File: src/rtl/uart_pkg.sv
// Shared UART definitions: TX FSM state encoding, parity selects and line levels.
// Line-level constants are also used by the RX frame checkers.
package uart_pkg;

  typedef enum logic [2:0] {
    StIdle,
    StStart,
    StData,
    StParity,
    StStop
  } tx_state_e;

  localparam logic PAR_EVEN   = 1'b0;
  localparam logic PAR_ODD    = 1'b1;

  localparam logic START_BIT  = 1'b0;
  localparam logic STOP_BIT   = 1'b1;
  localparam logic IDLE_LEVEL = 1'b1;

endpackage

File: src/rtl/tx_serializer.sv
// Load-on-accept shift register and bit counter for the UART transmitter.
// o_cur_bit is the bit on the line during DATA; o_next_bit is the one that follows it.
module tx_serializer #(
  parameter int unsigned DATA_WIDTH = 8
) (
  input  logic                  CLK,
  input  logic                  RST,
  input  logic                  i_load,
  input  logic [DATA_WIDTH-1:0] i_data,
  input  logic                  i_shift,
  output logic                  o_cur_bit,
  output logic                  o_next_bit,
  output logic                  o_last
);

  localparam int unsigned CNT_W = (DATA_WIDTH > 1) ? $clog2(DATA_WIDTH) : 1;
  localparam logic [CNT_W-1:0] LAST_IDX = CNT_W'(DATA_WIDTH - 1);

  logic [DATA_WIDTH-1:0] r_shift;
  logic [CNT_W-1:0]      r_cnt;

  always_ff @(posedge CLK or negedge RST) begin
    if (!RST) begin
      r_shift <= '0;
      r_cnt   <= '0;
    end else if (i_load) begin
      r_shift <= i_data;
      r_cnt   <= '0;
    end else if (i_shift) begin
      r_shift <= {1'b0, r_shift[DATA_WIDTH-1:1]};
      r_cnt   <= r_cnt + 1'b1;
    end
  end

  assign o_cur_bit  = r_shift[0];
  assign o_next_bit = r_shift[1];
  assign o_last     = (r_cnt == LAST_IDX);

endmodule

File: src/rtl/uart_tx.sv
// UART transmitter: start bit, DATA_WIDTH data bits LSB first, optional parity, stop bit.
// Parity is only built when UART_TX_PARITY_EN is defined; otherwise PAR_EN/PAR_TYP are ignored.
module uart_tx
  import uart_pkg::*;
#(
  parameter int unsigned DATA_WIDTH = 8
) (
  input  logic                  CLK,
  input  logic                  RST,
  input  logic [DATA_WIDTH-1:0] P_DATA,
  input  logic                  Data_Valid,
  input  logic                  PAR_EN,
  input  logic                  PAR_TYP,
  output logic                  TX_OUT,
  output logic                  busy
);

  tx_state_e r_state, w_state_next;
  logic      r_tx_out, w_tx_next;
  logic      r_busy, w_busy_next;
  logic      w_load, w_shift;
  logic      w_cur_bit, w_next_bit, w_last;

`ifdef UART_TX_PARITY_EN
  logic r_par_en;
  logic r_par;

  // Seeding with PAR_TYP turns the running XOR into odd parity when requested.
  always_ff @(posedge CLK or negedge RST) begin
    if (!RST) begin
      r_par_en <= 1'b0;
      r_par    <= PAR_EVEN;
    end else if (w_load) begin
      r_par_en <= PAR_EN;
      r_par    <= PAR_TYP;
    end else if (w_shift) begin
      r_par    <= r_par ^ w_cur_bit;
    end
  end
`else
  logic w_unused_par;
  assign w_unused_par = PAR_EN ^ PAR_TYP;
`endif

  tx_serializer #(
    .DATA_WIDTH (DATA_WIDTH)
  ) u_ser (
    .CLK        (CLK),
    .RST        (RST),
    .i_load     (w_load),
    .i_data     (P_DATA),
    .i_shift    (w_shift),
    .o_cur_bit  (w_cur_bit),
    .o_next_bit (w_next_bit),
    .o_last     (w_last)
  );

  always_ff @(posedge CLK or negedge RST) begin
    if (!RST) begin
      r_state  <= StIdle;
      r_tx_out <= IDLE_LEVEL;
      r_busy   <= 1'b0;
    end else begin
      r_state  <= w_state_next;
      r_tx_out <= w_tx_next;
      r_busy   <= w_busy_next;
    end
  end

  // Outputs are registered, so each branch computes the line value of the next state.
  always_comb begin
    w_state_next = r_state;
    w_tx_next    = IDLE_LEVEL;
    w_busy_next  = 1'b1;
    w_load       = 1'b0;
    w_shift      = 1'b0;
    unique case (r_state)
      StIdle: begin
        w_busy_next = 1'b0;
        if (Data_Valid) begin
          w_load       = 1'b1;
          w_state_next = StStart;
          w_tx_next    = START_BIT;
          w_busy_next  = 1'b1;
        end
      end
      StStart: begin
        w_state_next = StData;
        w_tx_next    = w_cur_bit;
      end
      StData: begin
        w_shift = 1'b1;
        if (!w_last) begin
          w_tx_next = w_next_bit;
        end else begin
          w_state_next = StStop;
          w_tx_next    = STOP_BIT;
`ifdef UART_TX_PARITY_EN
          if (r_par_en) begin
            w_state_next = StParity;
            w_tx_next    = r_par ^ w_cur_bit;
          end
`endif
        end
      end
`ifdef UART_TX_PARITY_EN
      StParity: begin
        w_state_next = StStop;
        w_tx_next    = STOP_BIT;
      end
`endif
      StStop: begin
        w_state_next = StIdle;
        w_tx_next    = IDLE_LEVEL;
        w_busy_next  = 1'b0;
      end
      default: begin
        w_state_next = StIdle;
        w_busy_next  = 1'b0;
      end
    endcase
  end

  assign TX_OUT = r_tx_out;
  assign busy   = r_busy;

endmodule

File: config.mk
export PLATFORM = sky130hd
export DESIGN_NAME = uart_tx
export DESIGN_NICKNAME = d
export VERILOG_FILES = /design/src/rtl/uart_pkg.sv /design/src/rtl/tx_serializer.sv /design/src/rtl/uart_tx.sv
export SDC_FILE = /design/constraint.sdc
export NUM_CORES = 1
export LEC_CHECK = 0
export ABC_AREA = 1
export ABC_CLOCK_PERIOD_IN_PS = 1400
export CELL_PAD_IN_SITES_DETAIL_PLACEMENT = 0
export CELL_PAD_IN_SITES_GLOBAL_PLACEMENT = 1
export CORE_MARGIN = 4
export CORE_UTILIZATION = 35
export CTS_BUF_LIST = sky130_fd_sc_hd__clkbuf_8
export DETAILED_ROUTE_END_ITERATION = 16
export PLACE_DENSITY = 0.77
export SLEW_MARGIN = 20
export SYNTH_ARGS = -nofsm -noshare
export SYNTH_HDL_FRONTEND = slang
export SYNTH_SLANG_ARGS = --single-unit
File: constraint.sdc
create_clock -name CLK -period 1.4 [get_ports CLK]
set_input_delay 0.14 -clock CLK [delete_from_list [all_inputs] [get_ports CLK]]
set_output_delay 0.14 -clock CLK [all_outputs]
set_load 0.005 [all_outputs]
# --- Word level (Yosys, flattened, before mapping) ---
# Cells that the tools add are included.
# W data, S select, Z words.
totals:
  reg_bits: 16
  in_bits: 13
  out_inout_bits: 2
  word_cells: 29
op_classes:
  addsub: 1
  n_eq_ne: 5
  mux: 14
  n_reduce_logical: 4
ops:
  columns: ["cell", "n"]
  rows:
  - ["$mux W8", 2]
  - ["$mux W3", 4]
  - ["$pmux W3 S3", 1]
  - ["$mux W1", 5]
  - ["$ne A2 B2 Y1 const B", 2]
  - ["$add A3 B1 Y3 const B", 1]
  - ["$eq A3 B1 Y1 const B", 1]
  - ["$eq A3 B2 Y1 const B", 1]
  - ["$eq A3 B3 Y1 const B", 1]
  - ["$logic_not A3 Y1", 1]
  - ["$pmux W1 S3", 1]
  - ["$pmux W1 S2", 1]
  - ["$reduce_and A2 Y1", 1]
  - ["$reduce_bool A2 Y1", 1]
  - ["$reduce_or A2 Y1", 1]

# --- Depth between registers and ports, before layout ---
# Gate-level depths: netlist (run 1).
logic_depth:
  word_depth: 4
  mapped_depth: 8
  depth_no_buf: 8

# --- Hierarchy ---
# Synthesis (run 1) repeated with hierarchy kept, for this count alone.
hier_totals:
  hier_cells: 87
  hier_area_um2: 750.7
modules_own_cells:
  columns: ["module", "n_inst", "cells_per_inst", "area_each_um2"]
  rows:
  - ["tx_serializer", 1, 58, 516.7]
  - ["uart_tx", 1, 29, 234.0]

# --- Worst setup path after synthesis (run 1) ---
# Ideal clock, no wire load.
synth_timing:
  kind: "flip-flop to flip-flop"
  start: "register u_ser.r_cnt[0]"
  end: "register r_tx_out (netlist: TX_OUT)"
  arrival_ps: 1018
  required_time_ps: 1323
  path_slack_ps: 305
  path_stages_with_launch: 9
  path_buffers: 0
  cell_sequence: "dfrtp_1 -> ha_1 -> ha_1 -> inv_1 -> nand2_1 -> nand3_1 -> nand2_1 -> inv_1 -> nand2_1"
synth_via:
  elab_chain_cells: 3
synth_rtl:
  columns: ["element", "line_no", "text"]
  rows:
  - ["start: declaration", "tx_serializer.sv:20", "logic [CNT_W-1:0] r_cnt;"]
  - ["start signal: assignment", "tx_serializer.sv:31", "r_cnt <= r_cnt + 1'b1;"]
  - ["$eq A3 B3 Y1", "tx_serializer.sv:37", "assign o_last = (r_cnt == LAST_IDX);"]
  - ["$mux W1", "uart_tx.sv:93", "if (!w_last) begin"]
  - ["$pmux W1 S3", "uart_tx.sv:77", "unique case (r_state)"]
  - ["via w_tx_next", "uart_tx.sv:19", "logic r_tx_out, w_tx_next;"]
  - ["end signal: assignment", "uart_tx.sv:65", "r_tx_out <= w_tx_next;"]
  - ["end: declaration", "uart_tx.sv:19", null]
# The timed path passes the listed nets, and every way through them passes these cells.
# A chain may end at the register's enable or synchronous reset.

# --- Worst setup path in the final report (run 1) ---
layout_timing:
  start: "register r_busy (netlist: busy)"
  end: "output port busy"
layout_lines:
  columns: ["element", "line_no", "text"]
  rows:
  - ["start: declaration", "uart_tx.sv:20", "logic r_busy, w_busy_next;"]
  - ["start signal: assignment", "uart_tx.sv:66", "r_busy <= w_busy_next;"]
  - ["end: declaration", "uart_tx.sv:15", "output logic busy"]
# No word-level cell between the ends.

==> results.sh, run 1 <==
export IMPL_cts_buffer_depth=2
export IMPL_synth_cell_types=19
export IMPL_ctsHoldBuffers=0
export IMPL_multi_input_area_sq_um=333
export IMPL_max_stage_delay_ns=0.49
export IMPL_start_util=0.379
export IMPL_syn2layout_area_growth_pct=21.9
export IMPL_timing_slew_headroom=0.829
export IMPL_io_pins=15
export IMPL_synth_area_sq_um=863
export IMPL_final_cell_mix="38 x nand2_1, 15 x dfrtp_1, 13 x inv_1, 13 x nand3_1, 11 x clkdlybuf4s50_1"
export IMPL_overflow=0
export IMPL_cts_tree="done"
export IMPL_rows=17
export IMPL_cp_required_ns=1.26
export IMPL_worst_pin_slew_ns=0.256
export IMPL_drc_errors=0
export IMPL_seqCellArea_sq_um=402
export IMPL_max_vdd_ir_drop_mv=1.02
export IMPL_ys_async_sr_fraction=1.00
export IMPL_finalHoldViolCount=0
export IMPL_antenna_found_initial=0
export IMPL_setup_tns_ns=0
export IMPL_htreeDepth=1
export IMPL_power_mw=2.02
export IMPL_routed_wirelength_um=1680
export IMPL_coreArea_sq_um=2280
export IMPL_timing_hold_ws_ns=0.0988
export IMPL_slowest_stage="clkdlybuf4s50_1"
export IMPL_io_buffers=12
export IMPL_drive_gt1_frac=0.138
export IMPL_cts_made_buffers=3
export IMPL_cts_sinks=16
export IMPL_min_period_ns=1.20
export IMPL_synth_flop_cell="dfrtp_1"
export IMPL_synth_seq_cells=16
export IMPL_grt_max_degree=13
export IMPL_nFillCells=230
export IMPL_wl_per_cell_um=11.1
export IMPL_max_cap_violations=0
export IMPL_drtIter0Drc=16
export IMPL_chipHeight_um=57.7
export IMPL_path_depth=1
export IMPL_detail_route_vias_per_cell=4.64
export IMPL_crit_fanout=1
export IMPL_path_buf_inv=1
export IMPL_firstDrtPassIters=4
export IMPL_status="finished, final reports clean"
export IMPL_cp_start_kind="register"
export IMPL_power_leakage_nw=0.566
export IMPL_yosys_warnings=0
export IMPL_rsz0062_at_grt="no"
export IMPL_path_cells="clkdlybuf4s50_1"
export IMPL_slew_violations=0
export IMPL_hold_path_class="in2async"
export IMPL_fin_nets=139
export IMPL_timing_rr_start="r_state[2]"
export IMPL_fin_util=0.462
export IMPL_syn_nets=121
export IMPL_gp_congestion=0.729
export IMPL_synth_edf_count=0
export IMPL_die_x_um=57.7
export IMPL_mostFrequentLayoutCell="nand2_1"
export IMPL_die_area_sq_um=3330
export IMPL_setup_viol=0
export IMPL_hpwl_um=1280
export IMPL_cp_arrival_ns=1.06
export IMPL_syn_inst=106
export IMPL_crit_family="buffers and inverters"
export IMPL_critPathKind="reg2out"
export IMPL_syn_area_per_cell_sq_um=8.14
export IMPL_clkSlewWorstSetupHoldPaths_ns=0.06
export IMPL_track_usage=0.122
export IMPL_period_share=0.854
export IMPL_r2r_cells=5
export IMPL_clkLatencyLatePin_ns=0.25
export IMPL_grt_pass1_wl_um=3140
export IMPL_seq_area_frac_synth=0.465
export IMPL_grt_pass1_vias=697
export IMPL_cts_root_buf="clkbuf_8"
export IMPL_fmax_mhz=836
export IMPL_n_antenna_cell=0
export IMPL_cp_startpoint="busy"
export IMPL_vias=701
export IMPL_powerDensity_nw_per_um2=1920
export IMPL_clock_skew_ns=0.00250
export IMPL_end_kind="primary output"
export IMPL_antenna_left=0
[area by class of cell]
cell class                      count  share of cell area
Timing Repair Buffer               19               0.163
Inverter                           15              0.0535
Sequential cell                    16               0.382
Multi-Input combinational cell     69               0.316
Clock buffer                        4              0.0523
Tap cell                           28              0.0333
[where the power goes]
| part | total (mW) | switching, mW | internal (mW) |
|---|---|---|---|
| Clock | 0.406 | 0.156 | 0.250 |
| Combinational | 0.806 | 0.459 | 0.347 |
| Sequential | 0.808 | 0.134 | 0.674 |
| Total | 2.02 | 0.749 | 1.27 |
[per-stage QoR]
stage / worst slack [ns] / instance area [sq um] / std cells
global route: 0.104 / 1050 / 151
detailed placement: 0.0750 / 998 / 147
global placement: 0.112 / 998 / 147
CTS: 0.192 / 1050 / 151
floorplan: 0.305 / 863 / 106
finish: 0.204 / 1050 / 151
[layer usage]
layer / vias up / GRT usage / routed length (um)
li1: 369 / - / -
met3: 4 / 0.0468 / 71
met5: - / 0 / 0
met1: 319 / 0.148 / 758
met4: 0 / 0.0397 / 15
met2: 9 / 0.198 / 833
[synth_stat cells (2+ instances only)]
| cell type | n | area share |
|---|---|---|
| nand2_1 | 38 | 0.17 |
| dfrtp_1 | 15 | 0.43 |
| inv_1 | 13 | 0.057 |
| nand3_1 | 13 | 0.075 |
| nand4_1 | 7 | 0.051 |
| nor2_1 | 3 | 0.013 |
| o21ai_0 | 3 | 0.017 |
| ha_1 | 2 | 0.029 |
| inv_2 | 2 | 0.0087 |
[repair_timing]
action	4_1_cts	5_1_grt
endpoints found under the setup margin	1	0
setup buffers	0	0
resized for setup	1	0
endpoints found under the hold margin	0	0
[worst reg2reg max path, cell delays in order (launching register included)]
cell and delay [ns]:
dfrtp_1 0.41, nor2_4 0.23, o21ai_2 0.12, buf_4 0.17
nand2_1 0.05, o21ai_0 0.09
[cells by family (layout without fill, tap and decap cells)]
logic type,count (synthesis),after routing,share of synthesized area
compound gates,4,4,0.0275
fa+ha+maj,2,2,0.0290
simple gates,63,63,0.329
buf+inv,21,38,0.149
flops,16,16,0.465
[sequential cells by signal (all words and copies together) (netlist names)]
| register | count |
|---|---|
| u_ser.r_shift | 8 |
| r_state | 3 |
| u_ser.r_cnt | 3 |
| TX_OUT | 1 |
| busy | 1 |
[path summary, 6_finish.rpt]
kind	end	slack, ns
min in group CLK	u_ser.r_shift[7]	0.43
setup / recovery	busy	0.20
max in group asynchronous	u_ser.r_cnt[1]	0.88
hold / removal	u_ser.r_shift[0]	0.1
setup reg to reg	u_ser.r_cnt[0]	0.21
hold reg to reg	u_ser.r_cnt[1]	0.48
No activity file was read; power rests on OpenSTA's default activity.
==> inputs of run 2 (changes only) <==
- SETUP_SLACK_MARGIN: unset -> 0.15
==> results.sh, run 2 (synthesis gave the netlist of run 1 again) <==
export IMPL_status="finished, final reports clean"
export IMPL_clock_skew_ns=0.00252
export IMPL_finalHoldViolCount=0
export IMPL_slowest_stage="dfrtp_1"
export IMPL_fin_util=0.478
export IMPL_nFillCells=226
export IMPL_worstReg2RegEnd="u_ser.r_cnt[0]"
export IMPL_n_antenna_cell=0
export IMPL_p_sw_frac=0.369
export IMPL_die_area_sq_um=3330
export IMPL_r2r_slack_ns=0.20
export IMPL_final_cell_mix="38 x nand2_1, 15 x dfrtp_1, 13 x inv_1, 13 x nand3_1"
export IMPL_gp_congestion=0.729
export IMPL_cp_start_kind="register"
export IMPL_r2r_cells=5
export IMPL_drc_errors=0
export IMPL_drtIter0Drc=12
export IMPL_firstDrtPassIters=3
export IMPL_drive_gt1_frac=0.173
export IMPL_io_buffers=12
export IMPL_cts_made_buffers=3
export IMPL_cp_startpoint="r_state[0]"
export IMPL_ctsHoldBuffers=0
export IMPL_cts_tree="done"
export IMPL_max_cap_violations=0
export IMPL_hold_path_class="in2async"
export IMPL_wl_per_cell_um=11.3
export IMPL_setup_ws_ns=0.200
export IMPL_place_ws_ns=0.0750
export IMPL_track_usage=0.122
export IMPL_hpwl_um=1280
export IMPL_largest_register="u_ser.r_shift"
export IMPL_io_pins=15
export IMPL_cts_root_buf="clkbuf_8"
export IMPL_timing_slew_headroom=0.808
export IMPL_clkSlewWorstSetupHoldPaths_ns=0.06
export IMPL_crit_fanout=7
export IMPL_chipHeight_um=57.7
export IMPL_crit_end="u_ser.r_cnt[0]"
export IMPL_powerDensity_nw_per_um2=1930
export IMPL_min_period_ns=1.20
export IMPL_htreeDepth=1
export IMPL_p_sw_mw=0.775
export IMPL_setup_viol=0
export IMPL_cp_required_ns=1.52
export IMPL_seqPwrFrac=0.387
export IMPL_combPwrFrac=0.418
export IMPL_grt_max_degree=13
export IMPL_period_share=0.857
export IMPL_timing_rr_start="r_state[0]"
export IMPL_path_cells="nor2_4 > o21ai_2 > buf_4 > nand2_1 > o21ai_0"
export IMPL_rows=17
export IMPL_antenna_found_initial=0
export IMPL_max_vdd_ir_drop_mv=0.985
export IMPL_coreArea_sq_um=2280
export IMPL_reg_top3="u_ser.r_shift x8, r_state x3, u_ser.r_cnt x3"
export IMPL_vias=723
export IMPL_cp_arrival_ns=1.32
export IMPL_worst_pin_slew_ns=0.288
export IMPL_cts_buffer_depth=2
export IMPL_fmax_mhz=833
export IMPL_placed_area_sq_um=998
export IMPL_critPathKind="reg2reg"
export IMPL_cts_sinks=16
export IMPL_p_int_mw=1.32
export IMPL_end_kind="register"
export IMPL_start_util=0.379
export IMPL_clkLatencyLatePin_ns=0.25
export IMPL_mostFrequentLayoutCell="nand2_1"
export IMPL_fin_nets=143
export IMPL_slew_violations=0
export IMPL_max_stage_delay_ns=0.43
export IMPL_overflow=0
export IMPL_antenna_left=0
export IMPL_largest_reg_flops=8
export IMPL_detail_route_vias_per_cell=4.66
export IMPL_grt_pass1_vias=697
export IMPL_setup_tns_ns=0
export IMPL_power_leakage_nw=0.583
export IMPL_p_clk_frac=0.195
export IMPL_syn2layout_area_growth_pct=25.9
export IMPL_routed_wirelength_um=1750
export IMPL_postLayoutCellArea_sq_um=1090
export IMPL_grt_pass1_wl_um=3140
export IMPL_rsz0062_at_grt="yes"
export IMPL_die_x_um=57.7
-- run 2: area by class of cell --
class | instances | area, sq um | area share
Timing Repair Buffer | 23 | 201 | 0.185
Sequential cell | 16 | 402 | 0.369
Tap cell | 28 | 35.0 | 0.0322
Inverter | 15 | 58.8 | 0.0541
Clock buffer | 4 | 55.1 | 0.0506
Multi-Input combinational cell | 69 | 335 | 0.308
-- run 2: power by group through the flow --
stage	logic (mW)	clock network (mW)	registers, mW
CTS	0.821	0.423	0.810
global route	1.04	0.450	0.835
finish	0.877	0.409	0.813
floorplan	0.652	0	0.780
detailed placement	0.827	0	0.818
global placement	0.817	0	0.809
-- run 2: repair_timing --
action / 4_1_cts / 5_1_grt
gates cloned: 0 / 0
resized for setup: 1 / 2
setup buffers: 0 / 4
endpoints found under the setup margin: 1 / 7
pin swaps: 0 / 1
-- run 2: worst min path at each step --
| stage | to | slack, ns | cells after the start |
|---|---|---|---|
| CTS | u_ser.r_shift[0] | 0.10 | 1 |
| global route | u_ser.r_shift[0] | 0.11 | 1 |
| finish | u_ser.r_shift[0] | 0.1 | 1 |
| global placement | u_ser.r_shift[0] | 0.36 | 1 |
| floorplan | busy | -0.16 | 0 |
| detailed placement | u_ser.r_shift[0] | 0.37 | 1 |
-- run 2: per-stage QoR --
step           power (mW)  instances  hold WS (ns)
3_3_place_gp         1.63        147         0.364
5_1_grt              2.33        155         0.109
6_report             2.10        155        0.0980
3_5_place_dp         1.64        147         0.371
4_1_cts              2.05        151         0.101
2_1_floorplan        1.43        106        -0.156
-- run 2: worst max-delay path: cells and delay by family (launching register included) --
family,cells,cell delay [ns]
flip-flops,1,0.43
AND/OR/NAND/NOR,2,0.27
AO/OA/AOI/OAI,2,0.20
buffers and inverters,1,0.17
-- run 2: layer usage --
layer,up-vias,global-route usage,part of all wire
met2,9,0.198,0.49
met1,333,0.148,0.46
met3,4,0.0468,0.040
li1,377,-,-
met4,0,0.0397,0.0086
met5,-,0,0
==> inputs of run 3 (changes only) <==
- CTS_CLUSTER_DIAMETER: unset -> 150
==> results of run 3 <==
Same layout as run 2: the final DEF is identical, and so are final timing and power.
